## src/rtl/pipe_stage_skid_if.sv

```systemverilog
// Valid/ready handshake bundle for one pipeline stage: upstream side (in_*)
// and downstream side (out_*) grouped so stages can be chained by interface.
interface pipe_stage_skid_if #(
  parameter int DATA_W = 32
);
  logic              in_valid;
  logic [DATA_W-1:0] in_data;
  logic              in_ready;
  logic              out_valid;
  logic [DATA_W-1:0] out_data;
  logic              out_ready;

  // The stage itself is the slave; whoever drives the words and the
  // downstream ready is the master.
  modport slave (
    input  in_valid, in_data, out_ready,
    output in_ready, out_valid, out_data
  );

  modport master (
    output in_valid, in_data, out_ready,
    input  in_ready, out_valid, out_data
  );
endinterface

```

## src/rtl/pipe_stage_skid.sv

```systemverilog
// Generic pipeline stage register with a 2-entry skid buffer, freeze, flush with
// selective field clearing, occupancy report and a saturating stall counter.
module pipe_stage_skid #(
  parameter int                DATA_W   = 32,
  parameter logic [DATA_W-1:0] CLR_MASK = '0,
  parameter int                CNT_W    = 16
) (
  input  logic             CLK,
  input  logic             RST,
  input  logic             en,
  input  logic             flush,
  pipe_stage_skid_if.slave bus,
  output logic [1:0]       occupancy,
  output logic [CNT_W-1:0] stall_cnt
);

  logic              main_v;
  logic              skid_v;
  logic [DATA_W-1:0] main_d;
  logic [DATA_W-1:0] skid_d;
  logic              in_fire;
  logic              out_fire;

  // Ready comes only from en and the skid flag, so upstream never sees a
  // combinational path from downstream ready.
  assign bus.in_ready  = en & ~skid_v;
  assign bus.out_valid = en & main_v;
  assign bus.out_data  = main_d;

  assign in_fire   = bus.in_valid & bus.in_ready;
  assign out_fire  = bus.out_valid & bus.out_ready;
  assign occupancy = {1'b0, main_v} + {1'b0, skid_v};

  // NOTE: state registers use non-blocking assignments so every branch reads
  // the pre-edge values of main_d/skid_d, e.g. the skid-to-main shift.
  always_ff @(posedge CLK) begin
    if (RST) begin
      main_v <= 1'b0;
      skid_v <= 1'b0;
      main_d <= '0;
      skid_d <= '0;
    end else if (flush) begin
      main_v <= 1'b0;
      skid_v <= 1'b0;
      main_d <= main_d & ~CLR_MASK;
      skid_d <= skid_d & ~CLR_MASK;
    end else if (en) begin
      case ({main_v, skid_v})
        2'b00: begin
          if (in_fire) begin
            main_v <= 1'b1;
            main_d <= bus.in_data;
          end
        end
        2'b10: begin
          if (out_fire && in_fire) begin
            main_d <= bus.in_data;
          end else if (out_fire) begin
            main_v <= 1'b0;
            main_d <= main_d & ~CLR_MASK;
          end else if (in_fire) begin
            skid_v <= 1'b1;
            skid_d <= bus.in_data;
          end
        end
        2'b11: begin
          // in_ready is low here, so nothing can arrive while the skid drains.
          if (out_fire) begin
            main_d <= skid_d;
            skid_v <= 1'b0;
          end
        end
        default: begin
        end
      endcase
    end
  end

  // Counts cycles a valid word was held back by downstream; flush does not
  // stop it, and it sticks at all-ones instead of wrapping.
  always_ff @(posedge CLK) begin
    if (RST) begin
      stall_cnt <= '0;
    end else if (en && main_v && !bus.out_ready && (stall_cnt != '1)) begin
      stall_cnt <= stall_cnt + 1'b1;
    end
  end

endmodule

```

## src/flat_wrapper.sv

```systemverilog
// flat-port wrapper written by rule: the top's interface ports become plain ports
module pipe_stage_skid_flat 
#(
  parameter int                DATA_W   = 32,
  parameter logic [DATA_W-1:0] CLR_MASK = '0,
  parameter int                CNT_W    = 16
)
  (CLK, RST, en, flush, occupancy, stall_cnt, bus_in_valid, bus_in_data, bus_out_ready, bus_in_ready, bus_out_valid, bus_out_data);
  pipe_stage_skid_if #(.DATA_W(DATA_W)) bus_i ();
  input  logic CLK;
  input  logic RST;
  input  logic en;
  input  logic flush;
  output logic [1:0] occupancy;
  output logic [CNT_W-1:0] stall_cnt;
  input wire logic [$bits(bus_i.in_valid)-1:0] bus_in_valid;
  input wire logic [$bits(bus_i.in_data)-1:0] bus_in_data;
  input wire logic [$bits(bus_i.out_ready)-1:0] bus_out_ready;
  output wire logic [$bits(bus_i.in_ready)-1:0] bus_in_ready;
  output wire logic [$bits(bus_i.out_valid)-1:0] bus_out_valid;
  output wire logic [$bits(bus_i.out_data)-1:0] bus_out_data;
  assign bus_i.in_valid = bus_in_valid;
  assign bus_i.in_data = bus_in_data;
  assign bus_i.out_ready = bus_out_ready;
  assign bus_in_ready = bus_i.in_ready;
  assign bus_out_valid = bus_i.out_valid;
  assign bus_out_data = bus_i.out_data;
  pipe_stage_skid #(.DATA_W(DATA_W), .CLR_MASK(CLR_MASK), .CNT_W(CNT_W)) u_core (.CLK(CLK), .RST(RST), .en(en), .flush(flush), .bus(bus_i), .occupancy(occupancy), .stall_cnt(stall_cnt));
endmodule
```

## config.mk

```make
export PLATFORM = sky130hd
export DESIGN_NAME = pipe_stage_skid_flat
export DESIGN_NICKNAME = d
export VERILOG_FILES = /design/src/rtl/pipe_stage_skid_if.sv /design/src/rtl/pipe_stage_skid.sv /design/src/flat_wrapper.sv
export SDC_FILE = /design/constraint.sdc
export NUM_CORES = 1
export LEC_CHECK = 0
export ABC_AREA = 1
export BUFFER_PORTS_ARGS = -buffer_cell sky130_fd_sc_hd__buf_2
export CORE_MARGIN = 4
export CORE_UTILIZATION = 60
export CTS_BUF_LIST = sky130_fd_sc_hd__clkbuf_4 sky130_fd_sc_hd__clkbuf_8
export DETAILED_ROUTE_END_ITERATION = 12
export HOLD_SLACK_MARGIN = 0.03
export PLACE_DENSITY = 0.95
export RECOVER_POWER = 50
export SLEW_MARGIN = 10
export SYNTH_ARGS = -nofsm -noshare
export SYNTH_HDL_FRONTEND = slang
export SYNTH_SLANG_ARGS = --single-unit
```

## constraint.sdc

```tcl
create_clock -name CLK -period 2.9 [get_ports CLK]
set_input_delay 0.58 -clock CLK [delete_from_list [all_inputs] [get_ports CLK]]
set_output_delay 0.58 -clock CLK [all_outputs]
set_load 0.1 [all_outputs]
```

==> metrics, run 1 <==
status complete, no violations; Setup crit end kind primary output; Hold Path End u_core.bus.out_data[19]; initial DRC count ~310; placed insts around 670; vias per cell 5.52; main combinational cell family by area after synthesis simple AND/OR/NAND/NOR gates; CTS buffer count 9; routability cong. roughly 0.94; CTS tree done; Syn Inst Count roughly 530; Power per Cell Area 538 nW/um2; worst r2r dst u_core.bus.out_data[2]; post-synthesis mux area share 8.39%; Post-Synth Adder-Cell Area 1.64%; layout cells sized above 1 11.7%; Slew Limit Fails 0; syn avg cell area 7.19 um2; pin count of the biggest net entering global routing 39; clk_skew approximately 0.012 ns; initial antenna violation count 0; Die ar. 7700 um2; H-tree lvl count 3; post-synth cell types 24; Total Neg Setup Slack 0 ns; Pleak 1.67 nW; Initial Utilization approximately 63%; worst reg-to-reg setup slack 0.71 ns; Yosys warnings 0; ANT cells 0; depth of the worst register-to-register path 6; clock-pin slew on the worst setup and hold paths 0.08 ns; fin cells between 600 and 700; core area 6060 um2; min cycle time layout 2.35 ns; GR Util All Layers 25.8%; WL/cell approximately 14 um; hold depth 2; Least-Margin Pin Slew 1.21 ns; post-CTS setup buffer count 0; Synth Area in Simple Gates 32.8%; Fin. Hold Viols 0; WS Path Type primary input to primary output; Worst Hold Launch u_core.bus.out_data[19]; vias in the first global route 3658; root buffer cell clkbuf_8; Min-Delay Path Class flop to flop; post-cts sizing count 0; row count 28; PortBufs about 90; Final period util 81.2%; clock latency on the worst-skew pair 0.35 ns; global-route wire length before repair 15800 um; pre-CTS WS between 0.7 and 0.8 ns; Design Area, Final between 4000 and 5000 um2; max cap viols 0; XOR/XNOR Fraction of Synth Area 1.38%; I/O Pins 90; chip height 87.8 um; DP Wirelength 6620 um; Reg-to-Reg Start u_core.main_v; Slew headroom 19.5%; Max clock buf depth 2; Max rail drop VDD 0.338 mV; Syn Std Cell Area 3820 um2; final setup fails 0; Nets 651; vias post-DR 3799; #FFs+latches synth 82; crit start category primary input; DRT antenna net count 0; area delta synth->final 14.7%; CP arrival 1.77 ns; die width 87.8 um; cts hold-fix bufs 0; sequential area share after synthesis 43.0%; data required time of the critical path 2.32 ns; Remaining Overflow, GRT 0; Peak Freq 425 MHz; Post-DP Area 4250 um2; total clock sinks around 80; DR pass1 iterations 5; fin util 72.2%; Worst Path Max Fanout 4; unrepaired setup endpoints after global routing no; complex-gate fraction of the synthesized area under 10%; PnR worst setup slack ~0.55 ns; Post-Route WL 9690 um; drc violations 0; Net Count, Synth 574
## report_power, final
part           internal [mW]  total [mW]  switching (mW)
sequential              1.15        1.17          0.0150
clock                  0.411       0.832           0.421
combinational         0.0723       0.358           0.286
## cells by family after synthesis
kind of cell    count (synthesis)
flops                          82
simple gates                  307
xor+xnor                        6
fa+ha+maj                       5
compound gates                 52
mux                            32
buf+inv                        47
## Yosys cell counts
cell type	instances	share of area [%]
o21ai_0	35	4.6
clkbuf_1	8	0.79
o21ai_2	2	0.46
ha_1	5	1.6
nor3_1	2	0.26
buf_2	13	1.7
nor2_2	2	0.33
buf_6	3	0.88
nor2_1	159	16
nand3_2	1	0.26
xor2_1	4	0.92
a21oi_1	13	1.7
dfxtp_1	82	43
a31oi_1	1	0.16
xnor2_1	2	0.46
nor2_4	2	0.59
nand3_1	44	5.8
nand2_1	90	8.8
buf_1	4	0.39
inv_2	4	0.39
nand4_1	7	1.1
mux2i_1	32	8.4
o21a_1	1	0.20
inv_1	15	1.5
## layout by cell type, fill, tap and decap left out, drive strengths merged
cell,n
inv,21
mux2i,32
nand2,90
clkinvlp,1
xor2,4
bufinv,1
xnor2,2
o21ai,37
a31oi,1
nor2,163
a21oi,13
o21a,1
clkbuf,60
dfxtp,82
nor3,2
nand4,7
nand3,45
ha,5
buf,44
clkinv,2
## worst max-delay path, cell delays in order
cell,delay (ns)
buf_2,0.12
inv_1,0.07
nor2_1,0.13
clkbuf_1,0.88
## per-layer routing
metal / vias to the layer above / track usage (%) / wire, um
met5: - / 0 / 0
met4: 0 / 13.7 / 230
met3: 28 / 7.62 / 827
met2: 173 / 43.5 / 4860
met1: 1726 / 29.4 / 3780
li1: 1872 / - / -
## state kept, by name, indices dropped and copies added, names as in the netlist
| register | flops |
|---|---|
| u_core.skid_d | 32 |
| u_core.stall_cnt | 16 |
| u_core.bus.out_data | 32 |
| u_core.skid_v | 1 |
| u_core.main_v | 1 |
## stage by stage
stage                     hold slack, ns  power (mW)
after floorplan                    0.454        1.47
after global routing               0.505        2.44
after detailed placement           0.469        1.55
after global placement             0.460        1.54
final                              0.486        2.36
after CTS                          0.486        2.36
## final cells by class
cell class / instances / area [um2]
tap: 75 / 93.8
sequential: 82 / 1640
fill: 506 / 1680
multi-input combinational: 402 / 1960
timing repair buffer: 94 / 419
inverter: 19 / 71.3
clock inverter: 6 / 65.1
clock buffer: 10 / 131
## worst max-delay path by stage
stage	from	to	slack (ns)	depth (start not counted)
after floorplan	en	bus_in_ready	0.45	2
after global placement	en	u_core.skid_d[9]	0.90	9
after detailed placement	en	u_core.skid_d[21]	0.79	9
after CTS	u_core.main_v	occupancy[0]	0.72	3
after global routing	en	bus_in_ready	0.49	4
final	en	bus_in_ready	0.55	4
Note: power is estimated with default switching activity, not from simulation.
==> run 2, diff against run 1 <==
Settings changed: CORE_UTILIZATION 60 to 50, PLACE_DENSITY 0.95 to 0.87.
Clock period 2.9 ns to 2.1 ns, I/O delays scaled along.
==> run 2 against run 1 <==
  * Clock skew shrank 0.00052 ns
  * Clock power grew 50%
  * Core utilization shrank 10 points
  * Power grew 43%
  * Hold slack lost 0.15 ns
  * Critical path depth shrank 1
  * First-iteration DRC count shrank 55%
==> metrics, run 2 (synthesis results as in run 1) <==
layout cells sized above 1 20.2%; area occupied by multi-input gates 1960 um2; root buffer cell clkbuf_8; post-cts sizing count 0; Final period util 92.5%; Remaining Overflow, GRT 0; Fill cells 661; Post-Route WL 9200 um; DR pass1 iterations 4; pin count of the biggest net entering global routing 43; CTS buffer count 9; clk_skew 0.0119 ns; vias post-DR 3675; WL/cell 12.9 um; Pleak about 1.9 nW; sequential standard cell area 1640 um2; Least-Margin Pin Slew 0.595 ns; sw power between 0.9 and 1 mW; initial antenna violation count 0; clock latency on the worst-skew pair 0.36 ns; row count 31; CTS tree done; fin cells 713; Reg power frac 47.8%; Peak Freq 515 MHz; most common cell after layout, fill and taps aside nor2_1; Initial Utilization 52.1%; I/O Pins 90; Setup crit end kind primary output; Clk pwr share 37.2%; die width 95.4 um; clock-pin slew on the worst setup and hold paths 0.09 ns; Total Neg Setup Slack 0 ns; drc violations 0; unrepaired setup endpoints after global routing no; Slew headroom 60.3%; Top Family by Delay on Critical Path flip-flops; cts hold-fix bufs 0; DP Wirelength 6470 um; Comb power frac 15.0%; Tot Pwr 3.36 mW; Power per Cell Area 739 nW/um2; max cap viols 0; GR Util All Layers 20.8%; Die ar. 9100 um2; routability cong. 0.849; Crit-path slowest cell dfxtp_1; min cycle time layout slightly below 2 ns; CP arrival 1.52 ns; most frequent cells in the layout 159 x nor2_1, 90 x nand2_1, 80 x dfxtp_1; area delta synth->final 19.1%; Min-Delay Path Class primary input to flop; P_int between 2 and 2.5 mW; status complete, no violations; vias in the first global route 3448; crit start category flop; global-route wire length before repair 14900 um; switching part of the total between 20 and 30%; Max rail drop VDD about 0.46 mV; chip height 95.4 um; max incr delay on CP 0.45 ns; PortBufs slightly below 90; final setup fails 0; Nets between 600 and 700; post-CTS setup buffer count 0; total clock sinks between 80 and 90; Max clock buf depth 2; H-tree lvl count 3; DRT antenna net count 0; initial DRC count 138; Fin. Hold Viols 0; Slew Limit Fails 0; data required time of the critical path 1.68 ns; ANT cells 0; CP cell instances inv_1 > ha_1 > clkbuf_4; core area about 7300 um2; crit path buf inv count 2; placed insts 698; vias per cell 5.15; WS Path Type flop to primary output; Worst Path Max Fanout 6
## run 2: cell count changes in the layout (fill, tap and decap cells not counted), sizes merged
cell,previous run,this run
clkinv,2,1
bufinv,1,2
buf,44,46
inv,21,19
clkinvlp,1,2
## run 2: per-layer routing
metal	global-route usage [%]	wire (um)	up-vias	part of all wire (%)
met5	0	0	-	0
met4	9.83	214	0	2.3
met3	5.29	489	20	5.3
met2	35.9	4560	102	50
met1	24.0	3930	1690	43
li1	-	-	1863	-
## run 2: worst paths after layout
kind | from | end | slack, ns | cells after the start
max | u_core.skid_v | occupancy[0] | 0.16 | 3
min | bus_in_data[3] | u_core.skid_d[3] | 0.33 | 3
max reg2reg | u_core.main_v | u_core.stall_cnt[13] | 0.25 | 7
min reg2reg | u_core.skid_d[19] | u_core.skid_d[19] | 0.49 | 2
## run 2: through the flow
stage          cell area [um2]  setup slack, ns  hold slack, ns  utilization, %
2_1_floorplan             3830           0.0223           0.454               -
3_3_place_gp              4340            0.416           0.459            59.3
3_5_place_dp              4340            0.286           0.473            59.3
4_1_cts                   4560           0.0734           0.326            62.1
5_1_grt                   4550           0.0464           0.330            62.0
6_report                  4550            0.157           0.332            62.0
## run 2: cell type report
type,instances,share of cell area (%)
Sequential cell,82,36.2
Clock inverter,5,1.76
Clock buffer,10,2.89
Timing Repair Buffer,96,11.9
Inverter,19,1.57
Multi-Input combinational cell,402,43.0
Tap cell,99,2.72
## run 2: power by group through the flow
| stage | clock network (mW) | registers [mW] | logic [mW] |
|---|---|---|---|
| final | 1.25 | 1.61 | 0.504 |
| after global routing | 1.33 | 1.61 | 0.540 |
| after CTS | 1.26 | 1.61 | 0.507 |
| after detailed placement | 0 | 1.64 | 0.506 |
| after global placement | 0 | 1.64 | 0.496 |
| after floorplan | 0 | 1.86 | 0.179 |
## run 2: worst register-to-register path: cells and delay by family (launching register included)
kind / cells / cell delay, ns
simple gates: 6 / 1.20
flops: 1 / 0.45
buf+inv: 1 / 0.09
==> run 3, diff against run 2 <==
Settings changed: RECOVER_POWER 50 to default.
==> run 3 against run 2 <==
  * Critical path type unchanged
  * Clock-buffer cell count is the same
  * Core utilization is 0.15 points higher
  * Largest power group unchanged
  * Wire length fell by 0.40%
  * Combinational power is essentially flat
  * Sequential share of layout area is 0.062 points lower
  * Critical endpoint unchanged
  * Setup slack better by 0.022 ns
==> metrics, run 3 (synthesis results as in run 1) <==
clk_skew 0.0106 ns; Reg-to-Reg Start u_core.main_v; ANT cells 0; routability cong. roughly 0.85; clock latency on the worst-skew pair 0.35 ns; Peak Freq 521 MHz; Power per Cell Area ~740 nW/um2; chip height ~95 um; initial DRC count 163; Crit. Startpoint u_core.main_v; Pleak 1.90 nW; Reg power frac 47.9%; depth of the worst register-to-register path 7; crit start category flop; clock-pin slew on the worst setup and hold paths 0.09 ns; Fin. Hold Viols 0; Min-Delay Path Class primary input to flop; sw power 0.980 mW; vias in the first global route 3448; drc violations 0; die width 95.4 um; CTS tree done; Clk pwr share 37.1%; Setup crit end kind primary output; PortBufs 89; max cap viols 0; Tot Pwr 3.36 mW; Total Neg Setup Slack 0 ns; min cycle time layout 1.92 ns; H-tree lvl count 3; DR pass1 iterations 4; worst reg-to-reg setup slack 0.27 ns; DRT antenna net count 0; Initial Utilization 52.1%; WS Path Type flop to primary output; total clock sinks 82; root buffer cell clkbuf_8; status complete, no violations; layout cells sized above 1 20.8%; met3 routed WL 536 um; most common cell after layout, fill and taps aside nor2_1; switching part of the total 29.2%; Least-Margin Pin Slew 0.548 ns; CTS buffer count 9; Worst Path Max Fanout 6; PnR worst setup slack 0.179 ns; most frequent cells in the layout 158 x nor2_1, 90 x nand2_1, 87 x buf_2; Nets 653; worst r2r dst u_core.skid_d[29]; global-route wire length before repair 14900 um; WL/cell roughly 13 um; P_int 2.38 mW; Slew headroom roughly 63%; Comb power frac 15.0%; vias post-DR 3673; Fill cells roughly 660; core area 7330 um2; Max rail drop VDD 0.457 mV; I/O Pins 90; area delta synth->final 19.4%; initial antenna violation count 0; row count 31; pin count of the biggest net entering global routing 43; Post-Route WL 9160 um; Metal-1 WL 3880 um; vias per cell a little over 5; unrepaired setup endpoints after global routing no; Slew Limit Fails 0; final setup fails 0; Critical Path Sink occupancy[0]; GR Util All Layers 20.8%; CP arrival 1.50 ns; Die ar. 9100 um2; Top Metal Used met4; Max clock buf depth 2; Remaining Overflow, GRT 0; DP Wirelength 6470 um; met2 wire len 4530 um; cts hold-fix bufs 0; Final period util approximately nine tenths; pre-CTS WS 0.286 ns; data required time of the critical path around 1.7 ns
## run 3: timing repair
| item | in CTS | in global routing |
|---|---|---|
| setup buffers | 0 | 0 |
| hold endpoints to repair | 0 | 0 |
| setup endpoints to repair | 0 | 1 |
| resized for setup | 0 | 1 |
## run 3: layout make-up
class                      count  area [um2]  area share, %
tap                           99         124           2.72
clock inverter                 5        80.1           1.76
sequential                    82        1650           36.1
clock buffer                  10         131           2.88
timing repair buffer          96         541           11.9
inverter                      19        71.3           1.56
multi-input combinational    402        1970           43.1
## run 3: worst min-delay path by stage
stage	cells after the start	startpoint	end	slack, ns
floorplan	2	u_core.skid_d[14]	u_core.skid_d[14]	0.45
global placement	2	u_core.bus.out_data[20]	u_core.bus.out_data[20]	0.46
detailed placement	2	u_core.bus.out_data[23]	u_core.bus.out_data[23]	0.47
CTS	3	bus_in_data[5]	u_core.skid_d[5]	0.33
global route	3	bus_in_data[30]	u_core.skid_d[30]	0.33
finish	3	bus_in_data[3]	u_core.skid_d[3]	0.34
## run 3: per-layer routing
layer / GRT usage (%) / up-vias
li1: - / 1869
met4: 9.83 / 0
met2: 35.9 / 112
met3: 5.29 / 19
met1: 24.0 / 1673
met5: 0 / -
## run 3: critical path, stage by stage, from the launching register on
cell and delay, ns:
dfxtp_1 0.45, inv_1 0.10, ha_1 0.28, clkbuf_4 0.32
## run 3: metrics by stage
step | std cells | cell area, um2 | hold WS (ns) | utilization, %
after detailed placement | 698 | 4340 | 0.473 | 59.3
after global routing | 713 | 4560 | 0.330 | 62.2
after global placement | 698 | 4340 | 0.459 | 59.3
after floorplan | 531 | 3830 | 0.454 | -
final | 713 | 4560 | 0.336 | 62.2
after CTS | 713 | 4560 | 0.326 | 62.1
## run 3: power groups by stage
stage          Combinational, mW  Sequential (mW)  Clock, mW
6_report                   0.505             1.61       1.24
2_1_floorplan              0.179             1.86          0
5_1_grt                    0.542             1.61       1.33
4_1_cts                    0.507             1.61       1.26
3_5_place_dp               0.506             1.64          0
3_3_place_gp               0.496             1.64          0
